`config.mk`:
```
export PLATFORM = sky130hd
export DESIGN_NAME = sar_seq_ctrl
export DESIGN_NICKNAME = d
export VERILOG_FILES = /design/src/rtl/sar_seq_ctrl.sv
export SDC_FILE = /design/constraint.sdc
export NUM_CORES = 1
export LEC_CHECK = 0
export CAP_MARGIN = 30
export CORE_ASPECT_RATIO = 2
export CORE_MARGIN = 1.5
export CORE_UTILIZATION = 50
export CTS_BUF_LIST = sky130_fd_sc_hd__clkbuf_2
export CTS_CLUSTER_DIAMETER = 150
export DETAILED_ROUTE_END_ITERATION = 6
export PLACE_DENSITY = 0.7
export RECOVER_POWER = 50
export SLEW_MARGIN = 20
export SYNTH_ARGS = -nofsm -noshare
export SYNTH_HDL_FRONTEND = slang
export SYNTH_SLANG_ARGS = --single-unit
```
`constraint.sdc`:
```
create_clock -name wb_clk_i -period 4.3 [get_ports wb_clk_i]
set_input_delay 0.86 -clock wb_clk_i [delete_from_list [all_inputs] [get_ports wb_clk_i]]
set_output_delay 0.86 -clock wb_clk_i [all_outputs]
set_load 0.02 [all_outputs]
```
`src/rtl/sar_seq_ctrl.sv`:
```
// ---------------------------------------------------------------------------
// sar_seq_ctrl
//
// Purpose:
//   Sequencer for a multi-channel successive-approximation ADC. For each
//   channel selected in a latched mask it runs a sample phase and a
//   bit-by-bit binary search against an external comparator/DAC macro. It
//   optionally averages 2^avg conversions per channel and hands each
//   averaged result to a consumer through a one-entry valid/ready holding
//   register. A result that arrives while the holding register is still
//   full is dropped and flagged on a sticky overrun output. Scans are either
//   single-shot or continuous.
//
// Parameters:
//   RES           conversion resolution in bits (2..16)
//   NCH           number of analog channels (1..16)
//   SAMPLE_CYC    sample-phase length in clocks (>= 1)
//   AVG_MAX_LOG2  largest accepted log2 of the averaging count
//
// Ports:
//   wb_clk_i     in   system clock
//   wb_rst_i     in   asynchronous active-high reset
//   start_i      in   pulse; starts a scan when idle and the mask is nonzero
//   cont_i       in   continuous scan; looked at after the last channel
//   ch_mask_i    in   channels to scan, latched at start
//   avg_sel_i    in   log2 averages per channel, latched at start, clamped
//   clr_ovr_i    in   clears overrun_o (a same-cycle drop takes priority)
//   comp_i       in   comparator, pre-synchronised; 1 means Vin >= Vdac
//   sample_o     out  sample switch enable
//   dac_code_o   out  trial code for the capacitive DAC
//   ch_sel_o     out  analog mux select
//   busy_o       out  high whenever the sequencer is not idle
//   res_valid_o  out  holding register full
//   res_ready_i  in   consumer accepts the held result
//   res_data_o   out  averaged result
//   res_ch_o     out  channel that produced res_data_o
//   overrun_o    out  sticky; a result was dropped
// ---------------------------------------------------------------------------
module sar_seq_ctrl #(
    parameter  int RES          = 10,
    parameter  int NCH          = 4,
    parameter  int SAMPLE_CYC   = 4,
    parameter  int AVG_MAX_LOG2 = 3,
    localparam int CH_W         = (NCH > 1) ? $clog2(NCH) : 1
) (
    input  logic            wb_clk_i,
    input  logic            wb_rst_i,
    input  logic            start_i,
    input  logic            cont_i,
    input  logic [NCH-1:0]  ch_mask_i,
    input  logic [2:0]      avg_sel_i,
    input  logic            clr_ovr_i,
    input  logic            comp_i,
    output logic            sample_o,
    output logic [RES-1:0]  dac_code_o,
    output logic [CH_W-1:0] ch_sel_o,
    output logic            busy_o,
    output logic            res_valid_o,
    input  logic            res_ready_i,
    output logic [RES-1:0]  res_data_o,
    output logic [CH_W-1:0] res_ch_o,
    output logic            overrun_o
);

    // avg_sel_i is only three bits wide, so the usable limit never exceeds 7.
    localparam int         AVG_LIM_I = (AVG_MAX_LOG2 > 7) ? 7 : AVG_MAX_LOG2;
    localparam logic [2:0] AVG_LIM   = 3'(AVG_LIM_I);
    localparam int         ACC_W     = RES + AVG_LIM_I;
    // One extra bit so the count can reach 2^avg itself.
    localparam int         CNT_W     = AVG_LIM_I + 1;
    localparam int         BI_W      = $clog2(RES);
    localparam int         SC_W      = (SAMPLE_CYC > 1) ? $clog2(SAMPLE_CYC) : 1;

    typedef enum logic [2:0] {
        IDLE,
        SAMPLE,
        CONVERT,
        ACCUM,
        NEXT
    } state_t;

    state_t state_q;
    state_t state_d;

    // Scan configuration, captured at start.
    logic [NCH-1:0]   mask_q;
    logic [2:0]       avg_q;
    logic [CH_W-1:0]  cur_ch_q;

    // Conversion datapath.
    logic [SC_W-1:0]  samp_cnt_q;
    logic [BI_W-1:0]  bit_idx_q;
    logic [RES-1:0]   code_q;
    logic [ACC_W-1:0] acc_q;
    logic [CNT_W-1:0] avg_cnt_q;
    logic [RES-1:0]   result_q;

    // Result holding register.
    logic             res_valid_q;
    logic [RES-1:0]   res_data_q;
    logic [CH_W-1:0]  res_ch_q;
    logic             overrun_q;

    // Combinational helpers.
    logic             start_ok;
    logic [2:0]       avg_clamped;
    logic             samp_last;
    logic             bit_last;
    logic [RES-1:0]   trial_code;
    logic [ACC_W-1:0] acc_sum;
    logic [ACC_W-1:0] acc_shift;
    logic [CNT_W-1:0] cnt_inc;
    logic             avg_done;
    logic             hi_found;
    logic [CH_W-1:0]  hi_ch;
    logic [CH_W-1:0]  wrap_ch;
    logic             res_load;
    logic             res_drop;

    // Index of the lowest set bit of a channel mask (0 for an empty mask).
    function automatic logic [CH_W-1:0] lowest_set(input logic [NCH-1:0] m);
        logic [CH_W-1:0] r;
        r = '0;
        for (int i = NCH - 1; i >= 0; i--) begin
            if (m[i]) begin
                r = CH_W'(i);
            end
        end
        return r;
    endfunction

    assign start_ok    = start_i && (|ch_mask_i);
    assign avg_clamped = (avg_sel_i > AVG_LIM) ? AVG_LIM : avg_sel_i;
    assign samp_last   = (samp_cnt_q == SC_W'(SAMPLE_CYC - 1));
    assign bit_last    = (bit_idx_q == '0);

    // Trial code: bits already decided, the bit under test forced to 1,
    // everything below it still 0 (code_q is cleared before each conversion
    // and only ever gains bits at or above the current index).
    assign trial_code  = code_q | (RES'(1) << bit_idx_q);

    assign acc_sum     = acc_q + ACC_W'(code_q);
    assign acc_shift   = acc_sum >> avg_q;
    assign cnt_inc     = avg_cnt_q + CNT_W'(1);
    assign avg_done    = (cnt_inc >= (CNT_W'(1) << avg_q));
    assign wrap_ch     = lowest_set(mask_q);

    // Next set mask bit strictly above the current channel. Scanning from the
    // top down leaves the closest one in hi_ch.
    always_comb begin
        // NOTE: every variable written here gets a value before any condition,
        // otherwise the untaken paths would infer latches.
        hi_found = 1'b0;
        hi_ch    = '0;
        for (int i = NCH - 1; i >= 0; i--) begin
            if (mask_q[i] && (i > int'(cur_ch_q))) begin
                hi_found = 1'b1;
                hi_ch    = CH_W'(i);
            end
        end
    end

    // -----------------------------------------------------------------------
    // FSM: state register and next-state logic.
    // -----------------------------------------------------------------------
    always_ff @(posedge wb_clk_i or posedge wb_rst_i) begin
        // NOTE: clocked state uses non-blocking assignments so every flop
        // samples the pre-edge values regardless of statement order.
        if (wb_rst_i) begin
            state_q <= IDLE;
        end else begin
            state_q <= state_d;
        end
    end

    always_comb begin
        state_d = state_q;
        unique case (state_q)
            IDLE:    if (start_ok)  state_d = SAMPLE;
            SAMPLE:  if (samp_last) state_d = CONVERT;
            CONVERT: if (bit_last)  state_d = ACCUM;
            ACCUM:   state_d = avg_done ? NEXT : SAMPLE;
            // A higher channel remains, or the scan wraps in continuous mode.
            NEXT:    state_d = (hi_found || cont_i) ? SAMPLE : IDLE;
            default: state_d = IDLE;
        endcase
    end

    // -----------------------------------------------------------------------
    // Conversion datapath.
    // -----------------------------------------------------------------------
    always_ff @(posedge wb_clk_i or posedge wb_rst_i) begin
        if (wb_rst_i) begin
            mask_q     <= '0;
            avg_q      <= '0;
            cur_ch_q   <= '0;
            samp_cnt_q <= '0;
            bit_idx_q  <= BI_W'(RES - 1);
            code_q     <= '0;
            acc_q      <= '0;
            avg_cnt_q  <= '0;
            result_q   <= '0;
        end else begin
            // Phase counters rest at their start value outside their phase,
            // so each phase begins cleanly without explicit set-up.
            samp_cnt_q <= (state_q == SAMPLE && !samp_last) ? samp_cnt_q + SC_W'(1) : '0;
            bit_idx_q  <= (state_q == CONVERT) ? bit_idx_q - BI_W'(1) : BI_W'(RES - 1);

            unique case (state_q)
                IDLE: begin
                    if (start_ok) begin
                        mask_q   <= ch_mask_i;
                        avg_q    <= avg_clamped;
                        cur_ch_q <= lowest_set(ch_mask_i);
                    end
                end
                SAMPLE: begin
                    code_q <= '0;
                end
                CONVERT: begin
                    // Keep the trial bit when Vin is at or above the DAC level.
                    if (comp_i) begin
                        code_q <= trial_code;
                    end
                end
                ACCUM: begin
                    if (avg_done) begin
                        result_q  <= acc_shift[RES-1:0];
                        acc_q     <= '0;
                        avg_cnt_q <= '0;
                    end else begin
                        acc_q     <= acc_sum;
                        avg_cnt_q <= cnt_inc;
                    end
                end
                NEXT: begin
                    cur_ch_q <= hi_found ? hi_ch : wrap_ch;
                end
                default: ;
            endcase
        end
    end

    // -----------------------------------------------------------------------
    // Result holding register and overrun flag.
    // The register can be refilled in the same cycle its old content is
    // taken, so a full register never blocks a consumer that is ready.
    // -----------------------------------------------------------------------
    assign res_load = (state_q == NEXT) && (!res_valid_q || res_ready_i);
    assign res_drop = (state_q == NEXT) && !res_load;

    always_ff @(posedge wb_clk_i or posedge wb_rst_i) begin
        if (wb_rst_i) begin
            res_valid_q <= 1'b0;
            res_data_q  <= '0;
            res_ch_q    <= '0;
        end else if (res_load) begin
            res_valid_q <= 1'b1;
            res_data_q  <= result_q;
            res_ch_q    <= cur_ch_q;
        end else if (res_valid_q && res_ready_i) begin
            res_valid_q <= 1'b0;
        end
    end

    // A drop in the same cycle as a clear leaves the flag set, so no loss
    // can go unreported.
    always_ff @(posedge wb_clk_i or posedge wb_rst_i) begin
        if (wb_rst_i) begin
            overrun_q <= 1'b0;
        end else if (res_drop) begin
            overrun_q <= 1'b1;
        end else if (clr_ovr_i) begin
            overrun_q <= 1'b0;
        end
    end

    // -----------------------------------------------------------------------
    // Outputs.
    // -----------------------------------------------------------------------
    assign sample_o    = (state_q == SAMPLE);
    assign dac_code_o  = (state_q == CONVERT) ? trial_code : '0;
    assign ch_sel_o    = cur_ch_q;
    assign busy_o      = (state_q != IDLE);
    assign res_valid_o = res_valid_q;
    assign res_data_o  = res_data_q;
    assign res_ch_o    = res_ch_q;
    assign overrun_o   = overrun_q;

endmodule

```
# Word-level counts from Yosys, hierarchy flattened
# Cells that the tools add are included.
# Widths: inputs -> output; s select.
[totals]
output_inout_bits = 28
inputBits = 14
wordCells = 97
regBits = 69
[classes]
bitwise = 1
n_lt_le_gt_ge = 5
add_sub_neg = 4
mux = 35
reduce_logical = 26
eq_ne = 9
n_shift = 3
[ops]
columns = ["operator", "count"]
rows = [
  ["$mux 2", 14],
  ["$mux 10", 2],
  ["$pmux 10 s2", 1],
  ["$mux 3", 5],
  ["$pmux 3 s5", 1],
  ["$add 13x10->13", 1],
  ["$mux 13", 1],
  ["$shr 13x3->10", 1],
  ["$or 10x10->10", 1],
  ["$shl 1x4->10 const A", 1],
  ["$logic_and 1x1->1", 8],
  ["$mux 1", 8],
  ["$mux 4", 2],
  ["$reduce_and 2->1", 4],
  ["$reduce_bool 2->1", 4],
  ["$eq 3x2->1 const B", 2],
  ["$ne 2x2->1 const B", 3],
  ["$add 4x1->4 const B", 1],
  ["$ge 4x4->1", 1],
  ["$gt 2x2->1 const A", 2],
  ["$logic_not 4->1", 1],
  ["$pmux 2 s2", 1],
  ["$reduce_or 4->1", 1],
  ["$shl 1x3->4 const A", 1],
  ["other kinds (13)", 16],
]

# Longest topological paths before layout
# Gate-level depths: netlist (run 1).
[logic_depth]
depth_word = 8
mapped_depth = 16
depth_no_buf = 13

# Worst setup path before layout (run 1)
# No wires, ideal clock.
[synth_timing]
kind = "register -> register"
from = "register avg_q[0]"
to = "register result_q[3]"
arrival_ps = 3074
n_path_buf = 4
period_less_slack_ps = 3195
required_time_ps = 4179
stages_incl_launch_ff = 16
path_slack_ps = 1105
cell_sequence = "dfrtp_1 > clkbuf_1 > inv_1 > clkbuf_1 > buf_1 > nand2_1 > nor2_1 > ha_1 > nand2b_1 > a21o_1 > a211oi_1 > nor2_1 > nand2_1 > inv_1 > clkbuf_1 > o22a_1"
[synth_via]
elab_chain_cells = 3
word_cells_on_any_way = 4
[synth_lines]
columns = ["item", "line", "source"]
rows = [
  ["start: declaration", "87", "logic [2:0] avg_q;"],
  ["start signal: assignment", "213", "avg_q <= avg_clamped;"],
  ["$shl 1x3->4", "145", "assign avg_done = (cnt_inc >= (CNT_W'(1) << avg_q));"],
  ["$ge 4x4->1", "145", ""],
  ["$reduce_and 2->1 (no line)", "n/a", ""],
  ["end signal: assignment", "228", "result_q <= acc_shift[RES-1:0];"],
  ["end: declaration", "96", "logic [RES-1:0] result_q;"],
]
# Parallel ways exist; a longest one is shown, timed or not.
# A chain may end at the register's enable or synchronous reset.

# Worst setup path in the final report (run 1)
[layout_timing]
from = "register avg_q[0]"
to = "register result_q[6]"
# The elaborated chain is that of the path after synthesis.

==> results of run 1 <==
logic make-up after synthesis:
family / Yosys count / share of synthesized area (%)
XOR/XNOR: 11 / 2.28
adder cells (fa/ha/maj): 23 / 7.00
multiplexers: 24 / 6.85
AND/OR/NAND/NOR: 151 / 16.0
flip-flops: 69 / 41.0
AO/OA/AOI/OAI: 144 / 23.4
buffers and inverters: 38 / 3.41
worst max-delay path: cells and delay by family, from the launching register on:
| kind | cells | cell delay (ns) |
|---|---|---|
| adders and majority gates | 1 | 0.23 |
| DFF | 1 | 0.40 |
| AOI/OAI and AO/OA | 4 | 0.90 |
| buffers and inverters | 3 | 0.91 |
| and+or+nand+nor | 6 | 0.96 |
stage by stage:
step / power (mW) / instance area [um2] / util [%] / setup WS [ns] / cells
2_1_floorplan: 2.00 / 4220 / - / 1.10 / 460
3_3_place_gp: 2.48 / 4700 / 57.1 / 1.11 / 582
3_5_place_dp: 2.52 / 4700 / 57.1 / 0.968 / 582
4_1_cts: 3.02 / 4860 / 59.1 / 0.874 / 598
5_1_grt: 3.23 / 4860 / 59.0 / 0.432 / 599
6_report: 3.01 / 4860 / 59.0 / 0.821 / 599
sequential cells by signal, indices dropped and copies added (netlist names):
register / flops
samp_cnt_q: 2
ch_sel_o: 2
state_q: 3
res_ch_o: 2
res_data_o: 10
bit_idx_q: 4
mask_q: 4
acc_q: 13
result_q: 10
avg_cnt_q: 4
avg_q: 3
res_valid_o: 1
code_q: 10
overrun_o: 1
final timing paths:
check,start,to,cells after the start
max,avg_q[0]$_DFFE_PP0P_,result_q[6]$_DFFE_PP0P_,14
min,samp_cnt_q[0]$_DFF_PP0_,samp_cnt_q[0]$_DFF_PP0_,1
max reg2reg,avg_q[0]$_DFFE_PP0P_,result_q[6]$_DFFE_PP0P_,14
min reg2reg,samp_cnt_q[0]$_DFF_PP0_,samp_cnt_q[0]$_DFF_PP0_,1
max in group asynchronous,wb_rst_i,bit_idx_q[1]$_DFF_PP0_,3
min in group asynchronous,wb_rst_i,ch_sel_o[0]$_DFFE_PP0P_,2
power by group through the flow:
stage	Clock [mW]	Sequential, mW	Combinational (mW)
3_5_place_dp	0	1.03	1.49
6_report	0.502	1.01	1.50
5_1_grt	0.540	1.05	1.65
4_1_cts	0.513	1.02	1.50
2_1_floorplan	0	1.03	0.974
3_3_place_gp	0	1.02	1.46
layer usage:
layer	wire (um)	part of all wire, %	GRT usage (%)	vias to the layer above
li1	-	-	-	1752
met1	4140	37	28.4	1782
met2	6150	54	46.9	84
met3	261	2.3	4.25	50
met4	767	6.8	18.7	0
met5	0	0	0	-
layout make-up:
| cell class | count | area share [%] |
|---|---|---|
| antenna | 1 | 0.0515 |
| clock buffer | 10 | 1.03 |
| clock inverter | 6 | 2.27 |
| inverter | 16 | 1.24 |
| multi-input combinational | 353 | 48.2 |
| sequential | 69 | 35.6 |
| tap | 98 | 2.52 |
| timing repair buffer | 46 | 9.06 |
synth_stat cells, types with 2 or more instances:
| cell | instances |
|---|---|
| o31ai_1 | 8 |
| dfstp_2 | 2 |
| a211oi_1 | 12 |
| a2111oi_0 | 2 |
| mux2_2 | 19 |
| xnor2_1 | 8 |
| o211a_1 | 2 |
| nand2b_1 | 6 |
| mux4_2 | 2 |
| a21o_1 | 4 |
| nor2b_1 | 4 |
| xor2_1 | 3 |
| a22o_1 | 2 |
| clkbuf_1 | 19 |
| inv_1 | 16 |
| nand4_1 | 3 |
| a21oi_1 | 30 |
| and3_1 | 4 |
| o41ai_1 | 2 |
| nand2_1 | 53 |
| a21boi_1 | 3 |
| o211ai_1 | 8 |
| o221ai_1 | 5 |
| or3_1 | 8 |
| and2_1 | 3 |
| a32o_1 | 2 |
| mux2i_1 | 3 |
| a211o_1 | 3 |
| buf_1 | 2 |
| o32ai_1 | 2 |
| nor3_1 | 5 |
| dfrtp_1 | 67 |
| o22ai_1 | 2 |
| nor2_1 | 52 |
| o21ai_0 | 33 |
| ha_1 | 22 |
| a31oi_1 | 5 |
| a32oi_1 | 2 |
| nand3_1 | 6 |
==> run metrics, run 1 <==
status=finished, final reports clean; Num CTS Buffers=9; clock slew at reported path FFs=approximately 0.20 ns; Slowest cell on crit path=inv_1; leakage=about 2.2 nW; clock share of power=16.7%; Seq pwr share=33.6%; Switch Pwr=approximately 1.3 mW; PostCTS Resize Cnt=0; CP max stage delay=0.47 ns; Filler cells=about 760; Hold/Removal Path Class=reg2reg; area occupied by multi-input gates=~2300 um2; via count of the first global-routing pass=3,732; Area growth, synth to finish=15.2%; largest net degree at the start of global routing=30; post-synth top area share=approximately two fifths; Final HPWL DP=8.67 mm; clock sink count=69; WL per Instance=between 15 and 20 um; critical path type=reg2reg; switch share=~44%; setup slack, reg-to-reg=0.82 ns; RD Place Congestion=0.919; Primary FF master, synth=dfrtp_1; Worst path most repeated cell=nand2_1; IO buf count=41; Total Neg Setup Slack=0 ns; first-pass GRT wire length=around 18 mm; Tot GR Track Use=a little over a quarter; Cell Area, Synth=4220 um2; Tcrit/Tclk final=about four fifths; Setup Buffers After CTS=0; worst hold slack=0.463 ns; drt initial violations=210; Hold Buf Count CTS=0; Slew Limit Fails=0; Register Area=around 1700 um2; Die Y=~130 um; CTS tree=done; Critical Path Start Type=flip-flop; Root Driver=clkbuf_2; worst vdd ir=0.000363 V; num ports=42; CP cell instances=buf_4, inv_1, nand2_1, nor2_1, ha_1, nand2b_1, a21o_1, a211oi_1, nor2_1, nand2_1, inv_1, nand2_1, a2111oi_0, a211oi_1; Initial Util=approximately half; core footprint=about 8200 um2; achievable frequency=0.287 GHz; normalized max-slew margin=21.3%; H-tree depth=3; die width=about 68 um; Max Cap Viol=0; worst clock skew=between 0.02 and 0.03 ns; final setup violation count=0; via count=roughly 3.7k; initial antenna violation count=1; DRT Wirelength=11.3 mm; worst skew pair latency=0.53 ns; DRC=0; Crit Path Max Fanout=20; ranking of synthesized cells by area=dfrtp_1 40%, ha_1 6.5%, mux2_2 5.1%; EDFF count, synth=0; RSZ-0062 raised after global routing=no; Crit path required time=between 4 and 5 ns; crit end category=flip-flop; minimum clock period=between 3 and 4 ns; Syn Area/Cell=around 9.2 um2; Synth warnings=0; Power Density=slightly above 600 nW/um2; drt first pass iters=5; Synth Register Bits=a little under 70; syn nets=a little under 500; Synth area leader=dfrtp_1; synth unique cells=65; gr ovfl total=0; drt via density=about 6.1; Nets=532; Logic pwr share=49.7%; Syn Inst Count=460; Int Power=~1.7 mW; ys async rst share=between 90% and 100%; sequential share of the synthesized area=just over 40%; final hold vios=0; post-route ant nets=0; Worst Tran Pin Value=around 1.2 ns; most frequent cells in the layout=67 x dfrtp_1, 53 x nand2_1, 52 x nor2_1; CP Data Arrival Time=3.93 ns; Max Root-Sink Buffers=2; die area=9030 um2; row cnt=47; share of layout cells above drive strength 1=under 10%; commonest non-fill, non-tap cell in the layout=dfrtp_1
Note: power is estimated with default switching activity, not from simulation.
==> inputs of run 2 (changes only) <==
Clock period 4.3 ns to 3.3 ns, I/O delays scaled along.
==> run 2 against run 1 <==
The run now ends with max-capacitance violations, max-slew violations left. Hold slack worse by 0.0057 ns. Global-route usage down 0.26 points. Clock skew down 0.0063 ns. First-iteration DRC count up 21%. Utilization up 0.26 points. Combinational power up 35%. Sequential cell count unchanged. Non-clock buffer count up 7. Die area unchanged. Critical path depth down 8. Cell area up 0.44%. Largest power group unchanged. Highest routed layer unchanged.
==> run metrics, run 2 (same netlist as run 1, synthesis figures left out) <==
status=finished, violations left (was finished, final reports clean); CP cell instances=inv_1, ha_1, ha_1, a21oi_1, nor2_2, clkdlybuf4s50_1 (was buf_4, inv_1, nand2_1, nor2_1, ha_1, nand2b_1, a21o_1, a211oi_1, nor2_1, nand2_1, inv_1, nand2_1, a2111oi_0, a211oi_1); gr ovfl total=0 (unchanged); Crit Path Max Fanout=5 (was 20); core footprint=8230 um2 (unchanged); Register Area=1730 um2 (unchanged); crit end category=output pin (was flip-flop); Num CTS Buffers=9 (unchanged); final hold vios=0 (unchanged); max reg flops=13 (unchanged); Area growth, synth to finish=15.7% (was 15.2%); achievable frequency=0.317 GHz; drt first pass iters=4 (was 5); Total Neg Setup Slack=0 ns (unchanged); area occupied by multi-input gates=2350 um2 (was 2340 um2); Slowest cell on crit path=dfstp_2 (was inv_1); drt via density=6.17 (was 6.12); row cnt=47 (unchanged); Slew Limit Fails=61 (was 0); Nets=539 (was 532); drt initial violations=255 (was 210); Power Density=789 nW/um2 (was 620 nW/um2); via count of the first global-routing pass=3,809 (was 3,732); WL met3=423 um (was 261 um); via count=3,739 (was 3,668); commonest non-fill, non-tap cell in the layout=dfrtp_1 (unchanged); Critical Path Start Type=flip-flop (unchanged); H-tree depth=3 (unchanged); DR top layer=met4 (unchanged); Buffers & Inverters on Critical Path=2 (was 3); Root Driver=clkbuf_2 (unchanged); Crit path required time=2.64 ns (was 4.75 ns); Initial Util=51.2% (unchanged); Tcrit/Tclk final=95.7%; Max Cap Viol=1 (was 0); Die Y=133 um (unchanged); Final HPWL DP=8.49 mm (was 8.67 mm); first-pass GRT wire length=18.3 mm (about the same); post-route ant nets=0 (unchanged); clock slew at reported path FFs=0.19 ns (was 0.20 ns); most frequent cells in the layout=67 x dfrtp_1, 53 x nand2_1, 51 x nor2_1 (was 67 x dfrtp_1, 53 x nand2_1, 52 x nor2_1); RSZ-0062 raised after global routing=no (unchanged); IO buf count=41 (unchanged); CP Data Arrival Time=2.50 ns (was 3.93 ns); largest net degree at the start of global routing=61 (was 30); critical path type=reg2out (was reg2reg); final setup violation count=0 (unchanged); die width=67.9 um (unchanged); share of layout cells above drive strength 1=11.8% (was 9.40%); Tot GR Track Use=26.9% (was 27.1%); WL per Instance=18.8 um (was 18.9 um); failing checks=max-capacitance violations, max-slew violations; worst hold slack=0.457 ns (was 0.463 ns); Hold/Removal Path Class=reg2reg (unchanged); worst vdd ir=0.000636 V (was 0.000363 V); Worst Tran Pin Value=1.51 ns (was 1.18 ns); minimum clock period=between 3 and 4 ns; CP max stage delay=0.61 ns (was 0.47 ns); initial antenna violation count=1 (unchanged); CTS tree=done (unchanged); Reg with most FFs=acc_q (unchanged); Metal-1 WL=4.14 mm (about the same); worst clock skew=0.0201 ns (was 0.0264 ns); worst skew pair latency=0.55 ns (was 0.53 ns); Worst path most repeated cell=ha_1 (was nand2_1); Max Root-Sink Buffers=2 (unchanged); die area=9030 um2 (unchanged); routed wl met2=6.25 mm (was 6.15 mm); normalized max-slew margin=-0.967% (was 21.3%); DRC=0 (unchanged); leakage=2.18 nW (was 2.15 nW); cell family with most CP delay=buffers and inverters (was simple AND/OR/NAND/NOR gates); Layout Utilization=59.3% (was 59.0%); num ports=42 (unchanged); RD Place Congestion=0.954 (was 0.919); clock sink count=69 (unchanged); DRT Wirelength=11.4 mm (was 11.3 mm); Filler cells=764 (was 763)
## run 2: cell type report
type,instances,area share [%]
Sequential cell,69,35.4
Antenna cell,1,0.0513
Clock inverter,7,1.51
Clock buffer,9,0.923
Timing Repair Buffer,53,10.2
Multi-Input combinational cell,353,48.1
Inverter,16,1.23
Tap cell,98,2.51
## run 2: repair_timing
item,4_1_cts,5_1_grt
buffers inserted,0,0
endpoints found under the setup margin,0,3
hold buffers,0,0
resized for setup,0,2
## run 2: metrics by stage
step	total power [mW]	setup slack [ns]	instances	area, um2
after floorplan	2.61	0.105	460	4220
after global placement	3.28	0.455	589	4770
after detailed placement	3.32	0.371	589	4770
after CTS	3.84	0.0306	605	4890
after global routing	4.10	0.0453	606	4880
final	3.85	0.142	606	4880
## run 2: final timing paths
kind                                         startpoint                       end  slack, ns  cells past startpoint
worst max-delay path             bit_idx_q[0]$_DFF_PP1_             dac_code_o[0]       0.14                      6
worst min-delay path            samp_cnt_q[0]$_DFF_PP0_   samp_cnt_q[0]$_DFF_PP0_       0.46                      1
worst max register to register     avg_q[0]$_DFFE_PP0P_  avg_cnt_q[2]$_DFFE_PP0P_       0.28                     12
worst min register to register  samp_cnt_q[0]$_DFF_PP0_   samp_cnt_q[0]$_DFF_PP0_       0.46                      1
max in group asynchronous                      wb_rst_i     code_q[1]$_DFFE_PP0P_       1.02                      3
min in group asynchronous                      wb_rst_i   res_ch_o[1]$_DFFE_PP0P_       0.48                      2
## run 2: power breakdown
group | leakage [nW] | switching [mW] | internal (mW)
Combinational | 1.20 | 1.20 | 0.820
Sequential | 0.908 | 0.215 | 1.09
Clock | 0.0723 | 0.341 | 0.177
## run 2: worst register-to-register path, stage by stage (launching register included)
cell,delay (ns)
dfrtp_1,0.44
inv_1,0.31
nand2_1,0.16
nor2_1,0.12
ha_1,0.23
nand2b_1,0.15
a21o_1,0.18
a211oi_1,0.44
nor2_1,0.13
buf_4,0.23
nor2_1,0.32
nand2_1,0.09
o21ai_0,0.15
## run 2: routing by layer
metal / global-route usage (%) / vias up
met5: 0 / -
met4: 15.7 / 0
met3: 4.76 / 39
met2: 46.7 / 111
met1: 28.9 / 1817
li1: - / 1772
